### src/rtl/addressdecode_pkg.sv
// Shared types and encodings for the Dock I/O cycle sequencer and its
// window priority encoder.
package addressdecode_pkg;

   typedef enum logic [2:0] {
      IDLE,
      TURN,
      MAPPED,
      UNMAPPED,
      TMO,
      DONE
   } state_t;

   localparam logic DIR_READ  = 1'b1;
   localparam logic DIR_WRITE = 1'b0;

   localparam logic OE_ON  = 1'b0;
   localparam logic OE_OFF = 1'b1;

endpackage

### src/rtl/addressdecode_prio_enc.sv
// Lowest-index-wins priority encoder: returns the index of the lowest set
// bit of hit and whether any bit was set.
module addressdecode_prio_enc
   import addressdecode_pkg::*;
#(
   parameter int N     = 4,
   parameter int IDX_W = (N > 1) ? $clog2(N) : 1
) (
   input  logic [N-1:0]     hit,
   output logic [IDX_W-1:0] idx,
   output logic             valid
);

   always_comb begin
      idx   = '0;
      valid = |hit;
      // Scan downward so the lowest set index is the last one written.
      for (int i = N - 1; i >= 0; i--) begin
         if (hit[i]) begin
            idx = IDX_W'(i);
         end
      end
   end

endmodule

### src/rtl/addressdecode_datapath_seq.sv
// Clocked Dock data-path sequencer: picks a decode window, inserts bus
// turnaround, stalls the CPU until the tile is ready and falls back to the
// 0xFF filler on unmapped or timed-out cycles.
module addressdecode_datapath_seq
   import addressdecode_pkg::*;
#(
   parameter  int N_WIN       = 4,
   parameter  int TURN_CYC    = 1,
   parameter  int TIMEOUT_CYC = 255,
   localparam int WS_W        = (N_WIN > 1) ? $clog2(N_WIN) : 1
) (
   input  logic             clk,
   input  logic             rst,
   input  logic             iorq_n,
   input  logic             is_read,
   input  logic             is_write,
   input  logic [N_WIN-1:0] win_hit,
   input  logic [N_WIN-1:0] win_en,
   input  logic             tile_rdy,
   input  logic             err_clr,
   output logic             data_oe_n,
   output logic             data_dir,
   output logic             ff_oe_n,
   output logic             io_r_w_,
   output logic             cpu_wait,
   output logic [WS_W-1:0]  win_sel,
   output logic             timeout_err
);

   localparam int TC_W = (TURN_CYC > 1) ? $clog2(TURN_CYC) : 1;
   localparam int WC_W = (TIMEOUT_CYC > 0) ? $clog2(TIMEOUT_CYC + 1) : 1;

   function automatic logic [WC_W-1:0] sat_inc(input logic [WC_W-1:0] v);
      return (&v) ? v : v + WC_W'(1);
   endfunction

   state_t            state, state_nx;
   logic              dir_q, dir_nx;
   logic              valid_q, valid_nx;
   logic              last_dir, last_dir_nx;
   logic              armed, armed_nx;
   logic [TC_W-1:0]   turn_cnt, turn_cnt_nx;
   logic [WC_W-1:0]   wait_cnt, wait_cnt_nx;
   logic [WC_W-1:0]   wait_inc;
   logic [WS_W-1:0]   win_sel_nx;
   logic              tmo_evt;
   logic              start;

   logic              data_oe_n_nx, ff_oe_n_nx, data_dir_nx;
   logic              io_r_w_nx, cpu_wait_nx, timeout_err_nx;

   logic [N_WIN-1:0]  hit;
   logic [WS_W-1:0]   enc_idx;
   logic              enc_valid;

   assign hit = win_hit & win_en;

   addressdecode_prio_enc #(
      .N     (N_WIN),
      .IDX_W (WS_W)
   ) u_prio_enc (
      .hit   (hit),
      .idx   (enc_idx),
      .valid (enc_valid)
   );

   // armed drops once a cycle is accepted and only re-arms after iorq_n has
   // been seen high, so a held-low iorq_n (or one surviving rst) never
   // starts a second cycle.
   assign start    = armed & ~iorq_n & (is_read ^ is_write);
   assign armed_nx = iorq_n ? 1'b1 : (start ? 1'b0 : armed);
   assign wait_inc = sat_inc(wait_cnt);

   always_comb begin
      state_nx    = state;
      dir_nx      = dir_q;
      valid_nx    = valid_q;
      last_dir_nx = last_dir;
      turn_cnt_nx = turn_cnt;
      wait_cnt_nx = wait_cnt;
      win_sel_nx  = win_sel;
      tmo_evt     = 1'b0;

      if (iorq_n && state != IDLE) begin
         state_nx = IDLE;
      end else begin
         case (state)
            IDLE: begin
               if (start) begin
                  dir_nx      = is_read;
                  valid_nx    = enc_valid;
                  win_sel_nx  = enc_idx;
                  wait_cnt_nx = '0;
                  last_dir_nx = is_read;
                  if (is_read != last_dir && TURN_CYC > 0) begin
                     state_nx    = TURN;
                     turn_cnt_nx = TC_W'(TURN_CYC - 1);
                  end else begin
                     state_nx = enc_valid ? MAPPED : UNMAPPED;
                  end
               end
            end
            TURN: begin
               if (turn_cnt == '0) begin
                  state_nx = valid_q ? MAPPED : UNMAPPED;
               end else begin
                  turn_cnt_nx = turn_cnt - TC_W'(1);
               end
            end
            MAPPED: begin
               if (tile_rdy) begin
                  state_nx = DONE;
               end else begin
                  wait_cnt_nx = wait_inc;
                  if (TIMEOUT_CYC != 0 && wait_inc == WC_W'(TIMEOUT_CYC)) begin
                     state_nx = TMO;
                     tmo_evt  = 1'b1;
                  end
               end
            end
            default: begin
               state_nx = state;
            end
         endcase
      end
   end

   // Outputs are decoded from the next state so they register alongside it.
   always_comb begin
      data_oe_n_nx = OE_OFF;
      ff_oe_n_nx   = OE_OFF;
      io_r_w_nx    = DIR_READ;
      cpu_wait_nx  = 1'b0;
      data_dir_nx  = data_dir;

      case (state_nx)
         TURN: begin
            cpu_wait_nx = 1'b1;
            data_dir_nx = dir_nx;
         end
         MAPPED: begin
            // Remaining in MAPPED means tile_rdy was low, so wait stays up.
            data_oe_n_nx = OE_ON;
            data_dir_nx  = dir_nx;
            io_r_w_nx    = dir_nx;
            cpu_wait_nx  = 1'b1;
         end
         UNMAPPED, TMO: begin
            data_dir_nx = dir_nx;
            ff_oe_n_nx  = (dir_nx == DIR_READ) ? OE_ON : OE_OFF;
         end
         DONE: begin
            data_oe_n_nx = OE_ON;
            data_dir_nx  = dir_nx;
            io_r_w_nx    = dir_nx;
         end
         default: begin
            data_oe_n_nx = OE_OFF;
         end
      endcase
   end

   assign timeout_err_nx = tmo_evt ? 1'b1 : (err_clr ? 1'b0 : timeout_err);

   always_ff @(posedge clk) begin
      if (rst) begin
         state       <= IDLE;
         dir_q       <= DIR_READ;
         valid_q     <= 1'b0;
         last_dir    <= DIR_READ;
         armed       <= 1'b0;
         turn_cnt    <= '0;
         wait_cnt    <= '0;
         win_sel     <= '0;
         data_oe_n   <= OE_OFF;
         ff_oe_n     <= OE_OFF;
         data_dir    <= DIR_READ;
         io_r_w_     <= DIR_READ;
         cpu_wait    <= 1'b0;
         timeout_err <= 1'b0;
      end else begin
         state       <= state_nx;
         dir_q       <= dir_nx;
         valid_q     <= valid_nx;
         last_dir    <= last_dir_nx;
         armed       <= armed_nx;
         turn_cnt    <= turn_cnt_nx;
         wait_cnt    <= wait_cnt_nx;
         win_sel     <= win_sel_nx;
         data_oe_n   <= data_oe_n_nx;
         ff_oe_n     <= ff_oe_n_nx;
         data_dir    <= data_dir_nx;
         io_r_w_     <= io_r_w_nx;
         cpu_wait    <= cpu_wait_nx;
         timeout_err <= timeout_err_nx;
      end
   end

endmodule

### config.mk
export PLATFORM = sky130hd
export DESIGN_NAME = addressdecode_datapath_seq
export DESIGN_NICKNAME = d
export VERILOG_FILES = /design/src/rtl/addressdecode_pkg.sv /design/src/rtl/addressdecode_prio_enc.sv /design/src/rtl/addressdecode_datapath_seq.sv
export SDC_FILE = /design/constraint.sdc
export NUM_CORES = 1
export LEC_CHECK = 0
export ABC_AREA = 1
export BUFFER_PORTS_ARGS = -buffer_cell sky130_fd_sc_hd__buf_2
export CORE_UTILIZATION = 54
export DETAILED_ROUTE_END_ITERATION = 8
export GPL_TIMING_DRIVEN = 0
export PLACE_DENSITY = 0.87
export SLEW_MARGIN = 0
export SYNTH_ARGS = -nofsm -noshare
export SYNTH_HDL_FRONTEND = slang
export SYNTH_HIERARCHICAL = 1
export SYNTH_SLANG_ARGS = --single-unit
### constraint.sdc
create_clock -name clk -period 2 [get_ports clk]
set_input_delay 0.4 -clock clk [delete_from_list [all_inputs] [get_ports clk]]
set_output_delay 0.4 -clock clk [all_outputs]
set_load 0.01 [all_outputs]
* Word-level counts from Yosys, hierarchy flattened
Cells that the tools add are included.
** Operators by class
- $add $sub $neg :: 2
- Eq/ne operators :: 12
- Mux-type cells :: 35
- Bitwise operators :: 8
- Reductions and logical operators :: 18
** Operators by type and width (number)
- $mux W8 :: 3
- $mux W1 :: 19
- $pmux W8 S2 :: 1
- $mux W3 :: 5
- $mux W2 :: 5
- $reduce_or A2 Y1 :: 5
- $eq A3 B2 Y1 const B :: 3
- $pmux W3 S3 :: 1
- $add A8 B1 Y8 const B :: 1
- $eq A8 B8 Y1 const B :: 1
- $reduce_and A4 Y1 :: 2
- $reduce_and A8 Y1 :: 1
- $reduce_bool A2 Y1 :: 4
- $eq A3 B1 Y1 const B :: 2
- $eq A3 B3 Y1 const B :: 2
- $ne A2 B2 Y1 const B :: 3
- $reduce_or A5 Y1 :: 1
- $and A4 B4 Y4 :: 1
- $not A1 Y1 :: 4
- $reduce_or A4 Y1 :: 1
- $logic_not A3 Y1 :: 1
- $reduce_and A3 Y1 :: 1
- $reduce_bool A3 Y1 :: 1
- $and A1 B1 Y1 :: 2
- other kinds (5) :: 5
** Storage, ports and cells
- Register bits after elaboration :: 24
- Output and inout bits :: 8

* Longest topological paths before layout
- Depth in word-level cells :: 11
- Mapped depth :: 18
- Mapped depth without buffers :: 18

* By module
Netlist, hierarchy kept.
** Modules (own cells, without submodules)
- addressdecode_datapath_seq :: times used 1, cells each 190, area each 1248.7 um2, seq. area each 460.4 um2
- addressdecode_prio_enc :: times used 1, cells each 9, area each 46.3 um2, seq. area each 0.0 um2

* Worst setup path before layout
No wires, ideal clock.
- Path kind :: flip-flop to flip-flop
- Start :: register wait_cnt[0]
- End :: register data_dir
- Setup time :: 119 ps
- Data arrival time :: 1717 ps
- Data required time :: 1881 ps
- Setup slack :: 164 ps
- Stages on the path, launching flop included :: 17
- Cells stage by stage :: dfxtp_1 > ha_1 > nand2_1 > nor2_2 > nand2_4 > nand2_1 > nand3_1 > nor2_1 > nand2_2 > nand2_2 > nand2_2 > nand2_4 > nand2_4 > nand2_2 > nand2_1 > nand2_1 > nand3_2
** On the way
- Cells in the longest elaborated chain, start to end :: 9
- Elaborated cells on any way between the ends :: 14
- Those cells by class :: 1 x add/sub; 6 x eq/ne; 5 x mux; 2 x reduce/logical
** Ends and longest elaborated chain
- from (decl) :: line addressdecode_datapath_seq.sv:43 : logic [WC_W-1:0] wait_cnt, wait_cnt_nx;
- from (signal assigned) :: line addressdecode_datapath_seq.sv:188 : wait_cnt <= wait_cnt_nx;
- $add A8 B1 Y8 / $reduce_and A8 Y1 (equally long branches) :: line addressdecode_datapath_seq.sv:34 : return (&v) ? v : v + WC_W'(1);
- $mux W8 * :: line addressdecode_datapath_seq.sv:34
- $eq A8 B8 Y1 * :: line addressdecode_datapath_seq.sv:115 : if (TIMEOUT_CYC != 0 && wait_inc == WC_W'(TIMEOUT_CYC)) begin
- $mux W3 * :: line addressdecode_datapath_seq.sv:115
- $mux W3 * :: line addressdecode_datapath_seq.sv:111 : if (tile_rdy) begin
- $pmux W3 S3 * :: line addressdecode_datapath_seq.sv:87 : case (state)
- $mux W3 * :: line addressdecode_datapath_seq.sv:84 : if (iorq_n && state != IDLE) begin
- $eq A3 B2 Y1 (tied with other cells) :: line addressdecode_datapath_seq.sv:136 : case (state_nx)
- $reduce_or A5 Y1 (no line) *
- to (signal assigned) :: line addressdecode_datapath_seq.sv:192 : data_dir <= data_dir_nx;
- to (decl) :: line addressdecode_datapath_seq.sv:22 : output logic data_dir,
Mark *: on every way between the ends. The rest lies on a longest branch, timed or not.
A chain may end at the register's enable or synchronous reset.

* Final worst setup path
- Start :: register wait_cnt[1]
- End :: register ff_oe_n
** On the way
- Cells in the longest elaborated chain, start to end :: 11
- Elaborated cells on any way between the ends :: 13
- Those cells by class :: 1 x add/sub; 3 x eq/ne; 5 x mux; 1 x bitwise; 3 x reduce/logical
** Ends and longest elaborated chain
- $add A8 B1 Y8 / $reduce_and A8 Y1 (equally long branches) :: line addressdecode_datapath_seq.sv:34
- $mux W8 * :: line addressdecode_datapath_seq.sv:34
- $eq A8 B8 Y1 * :: line addressdecode_datapath_seq.sv:115
- $mux W3 * :: line addressdecode_datapath_seq.sv:115
- $mux W3 * :: line addressdecode_datapath_seq.sv:111
- $pmux W3 S3 * :: line addressdecode_datapath_seq.sv:87
- $mux W3 * :: line addressdecode_datapath_seq.sv:84
- $eq A3 B2 Y1 / $eq A3 B3 Y1 (equally long branches) :: line addressdecode_datapath_seq.sv:136
- $reduce_or A2 Y1 * :: line addressdecode_datapath_seq.sv:136
- $not A1 Y1 (no line) *
- $reduce_or A2 Y1 (no line) *
- to (signal assigned) :: line addressdecode_datapath_seq.sv:191 : ff_oe_n <= ff_oe_n_nx;
- to (decl) :: line addressdecode_datapath_seq.sv:23 : output logic ff_oe_n,
Marked as above.

==> flow_summary_export.csv <==
group,metric,value,unit
clock_tree,holdBufCountCts,0,
synth,synth.net_count,215,
drt,viasPerCell,4.837,
synth,synth_edf_count,0,
drt,wire_per_inst,10.16,um
setup_path,rrSetupSlack,0.05,ns
finish,multi_input_area,737.0,um^2
placed_design,portBuffers,22,
synth,synth_common_cells,"nand2_1, inv_1, dfxtp_1",
clock_tree,root_buffer,"clkbuf_4",
clock_tree,clk-insertion-delay-late,0.31,ns
drt,ant_nets,0,
setup_path,r2r-start,"wait_cnt[1]",
setup_path,startpoint_type,"flop",
sta,post-route-period-util,0.9727,
synth,yosysTopAreaCell,"dfxtp_1",
flow_run,drv_cap,0,
clock_tree,cts_tree,"built",
finish,n_fill_cell,202,
global_routing,grt_pass1_vias,1071,
placed_design,place_area,1440,um^2
die,die_h,50.97,um
clock_tree,cts-buffers-inserted,3,
power,p_clk_frac,0.205,
synth,synthCells,199,
synth,yosysMostFrequentCell,"nand2_1",
finish,insertedDiodeCount,0,
worst_hold_path,hold_depth,2,
placed_design,dp_worst_setup_slack,-0.06320,ns
synth,synth_flop_cell,"dfxtp_1",
power,power_frac_comb,0.310,
placed_design,dpl.hpwl,1888,um
setup_path,critical_path_class,"reg -> reg",
sta,max_freq,514.0,MHz
die,die_width,50.97,um
synth,async_flop_share,0,
die,initial_core_util,0.5798,
sta,fin_crit,1.945,ns
power,leakage,0.7495,nW
clock_tree,cts_max_level,1,
sta,setup_viol,0,
worst_hold_path,min_path_type,"in -> reg",
die,coreArea,2233,um^2
setup_path,worstPathRequired,2.18,ns
finish,finalNonFillerCells,258,
sta,worst_slew_pin_slew,0.5589,ns
global_routing,overflow,0,
synth,synth-seq-cells,23,
sta,fin_ws,0.05461,ns
setup_path,cp_max_fo,7,
drt,route.detailed.drc,0,
finish,design_area,1541,um^2
power,finalPower,1.061,mW
sta,maxSlewHeadroom,0.6260,
synth,synth_seq_area_share,0.3556,
sta,hold_violations,0,
power,p_switching,368.2,uW
power,p_per_area,688.5,nW/um^2
setup_path,cp.arrival,2.13,ns
global_routing,grt_max_degree,14,
power,switching_share,0.3470,
clock_tree,clock_path_buffers,2,
setup_path,r2r_end,"ff_oe_n",
global_routing,antenna_found_initial,0,
finish,area_growth,19.03,%
synth,synth_top_area_frac,0.3556,
run_status,outcome,"finished clean",
setup_path,endpoint_kind,"flop",
synth,syn_area_per_cell,6.507,um^2
placed_design,dp_cells,249,
die,io_pins,23,
global_routing,grt_pass1_wl,4250,um
power,p_int,693.0,uW
synth,ys_types,24,
sta,finClkSkew,0.003573,ns
synth,synth_area_leaders,"dfxtp_1, nand2_1, inv_1, nand3_1, nor2_1",
die,die_area,2598,um^2
sta,maxSlewViolCount,0,
global_routing,grt_usage,0.2119,
sta,rsz0062_at_grt,"true",
die,fp-row-count,17,
finish,num-nets-final,247,
finish,layout-drive-gt1-share,0.2652,
finish,seq_area,469.2,um^2
drt,drtPass1Iterations,4,
drt,vias,1248,
power,vdd_drop_max,0.6365,mV
synth,synthesis.area,1295,um^2
power,power.share.sequential,0.486,
sta,whs,0.2935,ns
drt,totalWireLength,2621,um
worst_hold_path,min_from,"rst",
worst_hold_path,hold_end,"wait_cnt[0]",
synth,yosysWarnings,6,
drt,first_iter_violations,21,
setup_path,r2r_cells,14,
placed_design,globalplace.congestion,0.8387,
clock_tree,path_clk_slew,0.13,ns
clock_tree,clkSinkCount,23,
==> layout by cell type (no fill, tap or decap), types with 3 or more instances in the layout <==
| cell | n |
|---|---|
| a21oi_1 | 12 |
| buf_2 | 23 |
| buf_4 | 5 |
| clkbuf_4 | 3 |
| dfxtp_1 | 20 |
| inv_1 | 26 |
| inv_2 | 3 |
| nand2_1 | 58 |
| nand2_2 | 9 |
| nand2_4 | 4 |
| nand3_1 | 18 |
| nand4_1 | 5 |
| nor2_1 | 16 |
| nor2_2 | 3 |
| o21ai_0 | 5 |
==> cells by family (layout without fill, tap and decap cells) <==
kind of cell,after synthesis,in the layout,share of synthesized area
simple gates,116,116,0.4145
buf+inv,33,64,0.09661
flops,23,23,0.3556
compound gates,22,22,0.09662
xor+xnor,4,4,0.02706
fa+ha+maj,1,1,0.009660
==> cell type report <==
class / count / share of cell area
clock buffer: 3 / 0.01461
buffer: 2 / 0.005682
inverter: 31 / 0.07549
multi-input combinational: 143 / 0.4781
tap: 28 / 0.02273
sequential: 23 / 0.3044
timing repair buffer: 27 / 0.09578
clock inverter: 1 / 0.003247
==> metal layers <==
metal,global-route usage,part of all wire
met5,0,0
met1,0.2807,0.49
met3,0.04167,0.030
met2,0.3443,0.47
met4,0.06481,0.0072
==> how the worst max path moves through the flow <==
stage | start | end | slack [ns]
final | wait_cnt[1] | ff_oe_n | 0.05
after floorplan | wait_cnt[0] | data_dir | 0.16
after CTS | wait_cnt[0] | data_dir | 0.01
after global routing | wait_cnt[1] | ff_oe_n | -0.17
after detailed placement | wait_cnt[0] | data_dir | -0.06
after global placement | wait_cnt[0] | data_dir | -0.05
==> sequential cells by signal (all words and copies together), names as in the netlist <==
signal and count:
wait_cnt 8, last_dir 1, data_dir 1, armed 1, io_r_w_ 1, timeout_err 1, valid_q 1, cpu_wait 1
ff_oe_n 1, win_sel 2, data_oe_n 1, state 3, dir_q 1
==> worst max-delay path, cell delays in order, from the launching register on <==
cell	delay [ns]
dfxtp_4	0.39
ha_4	0.15
nand2_2	0.07
nor2_4	0.16
nand2_4	0.09
nand3_1	0.10
nand3_1	0.07
nor2_1	0.13
nand2_2	0.08
nand2_1	0.06
nand2_1	0.06
nand2_2	0.10
nand2_4	0.07
o21ai_1	0.14
nand4_1	0.15
==> stage by stage <==
step / util / setup TNS, ns
2_1_floorplan: - / 0
5_1_grt: 0.6902 / -0.3101
6_report: 0.6902 / 0
3_5_place_dp: 0.6448 / -0.1192
4_1_cts: 0.6594 / 0
3_3_place_gp: 0.6448 / -0.08290
==> power by group through the flow <==
stage / Combinational [mW] / Clock (mW) / Sequential, mW
after floorplan: 0.223 / 0 / 0.540
after global placement: 0.307 / 0 / 0.527
after detailed placement: 0.313 / 0 / 0.527
after CTS: 0.314 / 0.223 / 0.518
after global routing: 0.372 / 0.237 / 0.519
final: 0.329 / 0.217 / 0.515
==> what timing repair did <==
action,4_1_cts,5_1_grt
pin swaps,0,4
gates resized for setup,3,9
cloned,0,0
endpoints found under the setup margin,4,13
setup buffers,0,5
Power figures use the tool's default switching activity.
